`config.mk`:
```
export PLATFORM = sky130hd
export DESIGN_NAME = shift_in_param
export DESIGN_NICKNAME = d
export VERILOG_FILES = /design/src/rtl/shift_pkg.sv /design/src/rtl/rise_detect.sv /design/src/rtl/shift_in_param.sv
export SDC_FILE = /design/constraint.sdc
export NUM_CORES = 1
export LEC_CHECK = 0
export ABC_CLOCK_PERIOD_IN_PS = 1500
export CAP_MARGIN = 30
export CORE_ASPECT_RATIO = 2
export CORE_MARGIN = 2
export CORE_UTILIZATION = 34
export CTS_CLUSTER_DIAMETER = 100
export DETAILED_ROUTE_END_ITERATION = 6
export GPL_TIMING_DRIVEN = 0
export PLACE_DENSITY_LB_ADDON = 0.05
export SYNTH_ARGS = -nofsm -noshare
export SYNTH_HDL_FRONTEND = slang
export SYNTH_SLANG_ARGS = --single-unit
```
`constraint.sdc`:
```
create_clock -name clk -period 1.5 [get_ports clk]
set_input_delay 0.15 -clock clk [delete_from_list [all_inputs] [get_ports clk]]
set_output_delay 0.15 -clock clk [all_outputs]
set_load 0.05 [all_outputs]
```
`src/rtl/shift_pkg.sv`:
```
// Shared definitions for the serial-to-parallel capture block.
package shift_pkg;

    // Capture FSM encodings; 2'b11 is unreachable and recovers to IDLE.
    typedef enum logic [1:0] {
        IDLE  = 2'b00,
        SHIFT = 2'b01,
        DONE  = 2'b10
    } state_e;

endpackage

```
`src/rtl/rise_detect.sv`:
```
// Rising-edge detector for a synchronous level input.
module rise_detect (
    input  logic clk,
    input  logic reset,
    input  logic d,
    output logic rise
);

    logic d_q;

    // Previous sample; resets high so a level already high at reset release is not an edge.
    always_ff @(posedge clk or negedge reset) begin
        if (!reset) begin
            d_q <= 1'b1;
        end else begin
            d_q <= d;
        end
    end

    assign rise = d & ~d_q;

endmodule

```
`src/rtl/shift_in_param.sv`:
```
// Serial-to-parallel word capture: a rising edge on sx starts a WIDTH-bit capture,
// fx flags the finished word until the consumer acks it.
module shift_in_param
    import shift_pkg::*;
#(
    parameter int unsigned WIDTH     = 12,
    parameter bit          MSB_FIRST = 1'b1
) (
    input  logic             clk,
    input  logic             reset,
    input  logic             x_in,
    input  logic             sx,
    input  logic             ack,
    output logic [WIDTH-1:0] x_parallel,
    output logic             fx,
    output logic             busy
);

    localparam int unsigned CntW = $clog2(WIDTH + 1);
    localparam logic [CntW-1:0] LastCnt = CntW'(WIDTH - 1);

    state_e            state_q, state_d;
    logic [CntW-1:0]   cnt_q, cnt_d;
    logic [WIDTH-1:0]  xp_q, xp_d;
    logic              fx_q, fx_d;
    logic              busy_q, busy_d;
    logic              start;

    rise_detect u_rise_detect (
        .clk  (clk),
        .reset(reset),
        .d    (sx),
        .rise (start)
    );

    // Next-state logic; a start edge overrides everything, including a same-cycle ack.
    always_comb begin
        state_d = state_q;
        cnt_d   = cnt_q;
        xp_d    = xp_q;
        fx_d    = fx_q;
        busy_d  = busy_q;
        if (start) begin
            state_d = SHIFT;
            cnt_d   = '0;
            xp_d    = '0;
            fx_d    = 1'b0;
            busy_d  = 1'b1;
        end else begin
            case (state_q)
                IDLE: begin
                    fx_d   = 1'b0;
                    busy_d = 1'b0;
                end
                SHIFT: begin
                    xp_d  = MSB_FIRST ? {xp_q[WIDTH-2:0], x_in} : {x_in, xp_q[WIDTH-1:1]};
                    cnt_d = cnt_q + CntW'(1);
                    if (cnt_q == LastCnt) begin
                        state_d = DONE;
                        fx_d    = 1'b1;
                        busy_d  = 1'b0;
                    end
                end
                DONE: begin
                    if (ack) begin
                        state_d = IDLE;
                        cnt_d   = '0;
                        fx_d    = 1'b0;
                    end
                end
                default: begin
                    state_d = IDLE;
                    cnt_d   = '0;
                    xp_d    = '0;
                    fx_d    = 1'b0;
                    busy_d  = 1'b0;
                end
            endcase
        end
    end

    // State, counter and all outputs registered together.
    always_ff @(posedge clk or negedge reset) begin
        if (!reset) begin
            state_q <= IDLE;
            cnt_q   <= '0;
            xp_q    <= '0;
            fx_q    <= 1'b0;
            busy_q  <= 1'b0;
        end else begin
            state_q <= state_d;
            cnt_q   <= cnt_d;
            xp_q    <= xp_d;
            fx_q    <= fx_d;
            busy_q  <= busy_d;
        end
    end

    assign x_parallel = xp_q;
    assign fx         = fx_q;
    assign busy       = busy_q;

endmodule
```
==> summary.txt <==
Outcome
  – Status: completed

CTS
  – Setup bufs post-CTS: 0
  – Clk sinks: 21
  – CTS tree: done
  – Clock Pin Slew Worst Setup and Hold Paths: 0.07 ns
  – Clock Tree Buf Depth: 2
  – Clock root cell: clkbuf_8
  – H-Tree Depth: 1
  – Worst skew pair latency: 0.25 ns
  – CTS Buf Count: 3

Drt
  – Routed wire length: 1.79 mm
  – Pre-antenna DRT Iters: 4
  – DR WL/cell: 15.1 µm
  – Vias per inst: 5.49
  – Detailed-route DRC error count: 0
  – Vias: 648
  – First DRT Iteration DRCs: 13
  – Detail Route Antenna Nets: 0

Critical path
  – WP data required: 1.35 ns
  – Slowest CP cell: dlygate4sd2_1
  – R2r setup slk: 0.19 ns
  – CP Depth: 1
  – Critical path data arrival time: 1.18 ns
  – Critical path endpoint: x_parallel[3]
  – CP Capture Type: output pin
  – WS Path Type: reg -> out
  – Family with the most delay on the worst path: buffers and inverters
  – WP buf/inv: 1
  – FF-to-FF Start: cnt_q[0]
  – CP Max Fanout: 3
  – Crit path from: x_parallel[3]
  – Worst Setup Start Kind: flop
  – Crit Reg-Reg Endpoint: fx
  – Crit path cell chain: dlygate4sd2_1
  – CP peak stage delay: 0.54 ns
  – Reg2Reg Depth: 4

STA
  – Final setup viols: 0
  – Clock period minus worst slack: 1.33 ns
  – Final Cycle Share: 0.889
  – Highest clock rate: 750 MHz
  – Final hold slack: 0.237 ns
  – Final Hold Viols: 0
  – Skew final: 0.00150 ns
  – Final worst slack: 0.167 ns
  – Max-slew headroom: 0.654
  – RSZ-0062 raised after global routing: false
  – Worst-Margin Slew: 0.518 ns
  – Pins Over Slew Limit: 0
  – Setup TNS: 0 ns

Die
  – Row count: 26
  – Die height: 76.0 µm
  – Core Footprint: 2500 µm²
  – Die X-Extent: 40.0 µm
  – Die area: 3040 µm²
  – Initial Util: 0.352
  – Ports: 19

Logic synthesis
  – Syn Area/Cell: 13.2 µm²
  – Synth Flop Type: dfrtp_1
  – Syn nets: 73
  – #FFs+latches synth: 21
  – EDFF count, synth: 0
  – Ys async rst share: 1.00
  – Netlist cell types: 22
  – Post-synthesis sequential area ratio: 0.597
  – Synthesis Warnings: 0
  – Mapped Cells: 67
  – Synthesized area: 882 µm²

Placed design
  – Input/output buffers: 18
  – GP Congestion: 0.640
  – Post-place setup slack: 0.0690 ns
  – DP Area: 1110 µm²
  – Dpl hpwl: 1.39 mm

GRT
  – GRT overflow: 0
  – GRT Resource Usage Total: 0.141
  – Global-route wire length before repair: 2.98 mm
  – Largest net degree at the start of global routing: 13
  – Initial antenna violation count: 0
  – Vias in the first global route: 627

Finish
  – Layout cells sized above 1: 0.178
  – Final Cell Area: 1140 µm²
  – Post-layout nets: 97
  – Syn-to-layout area delta: 29.4%
  – Fillers: 233
  – Antenna diode count: 0

Power
  – Worst-case vdd ir drop: 0.656 mV
  – Pleak: 0.587 nW
  – P per Cell Area: 1960 nW/µm²

Hold path
  – Hold crit path type: in -> async

Run
  – Max-cap violations: 0
metrics by stage:
stage          std cells  power (mW)  utilization
2_1_floorplan         67        1.62            -
3_3_place_gp         113        1.97        0.438
3_5_place_dp         114        1.99        0.444
4_1_cts              118        2.28        0.456
5_1_grt              118        2.39        0.456
6_report             118        2.24        0.456
layout by cell type (no fill, tap or decap):
cell / netlist / layout
a22o_1: 10 / 10
nand2b_4: 1 / 1
dlygate4sd2_1: 0 / 14
and2_4: 2 / 2
o2bb2a_1: 1 / 1
a22o_2: 2 / 2
o21ai_0: 2 / 2
nand2_1: 4 / 4
buf_4: 1 / 1
o211ai_1: 1 / 1
clkbuf_8: 0 / 3
buf_8: 0 / 1
clkdlybuf4s50_1: 0 / 4
buf_6: 2 / 2
inv_1: 1 / 1
nand4_1: 4 / 4
clkinv_2: 0 / 1
nand3b_1: 1 / 1
nand4b_1: 3 / 3
a31oi_1: 1 / 1
nand3_1: 6 / 6
nor2b_4: 1 / 1
and2b_2: 1 / 1
dfstp_2: 1 / 1
ha_1: 1 / 1
dfrtp_1: 20 / 20
a32o_1: 1 / 1
kinds of logic after synthesis:
family	after synthesis	share of synthesized area
AO/OA/AOI/OAI	18	0.172
adder cells (fa/ha/maj)	1	0.0142
buffers and inverters	4	0.0383
flip-flops	21	0.597
AND/OR/NAND/NOR	23	0.179
metal layers:
layer,GRT usage,part of all wire,vias up
met4,0.0828,0.014,0
li1,-,-,302
met5,0,0,-
met3,0.0175,0.046,2
met2,0.231,0.57,25
met1,0.160,0.37,319
how the worst min path moves through the flow:
stage | startpoint | endpoint | depth (start not counted)
6_report | reset | x_parallel[7] | 1
3_5_place_dp | fx | fx | 1
3_3_place_gp | fx | fx | 1
2_1_floorplan | reset | busy | 0
5_1_grt | reset | fx | 1
4_1_cts | reset | fx | 1
area by class of cell:
type	instances	area (µm²)	share of cell area
Sequential cell	21	527	0.462
Multi-Input combinational cell	42	322	0.282
Timing Repair Buffer	19	178	0.156
Clock buffer	3	41.3	0.0362
Tap cell	28	35.0	0.0307
Buffer	3	30.0	0.0263
Clock inverter	1	5.00	0.00439
Inverter	1	3.75	0.00329
what timing repair did:
item / CTS / global route
endpoints found under the setup margin: 14 / 0
resized for setup: 14 / 0
hold buffers: 0 / 0
report_power, final:
part / total [mW] / switching (mW) / internal, mW
clock network: 0.354 / 0.169 / 0.184
registers: 0.883 / 0.145 / 0.738
logic: 1.00 / 0.653 / 0.351
total: 2.24 / 0.967 / 1.27
state kept, by name, summed over array words and instances (netlist names):
name	cells
u_rise_detect.d_q	1
x_parallel	12
cnt_q	4
busy	1
fx	1
state_q	2
Yosys cell counts (2+ instances only):
library cell	count	share of area
o21ai_0	2	0.011
a22o_1	10	0.099
nand4b_1	3	0.030
buf_6	2	0.026
dfrtp_1	20	0.57
nand4_1	4	0.028
and2_4	2	0.020
a22o_2	2	0.023
nand3_1	6	0.034
nand2_1	4	0.017
(Power assumes the default switching activity.)
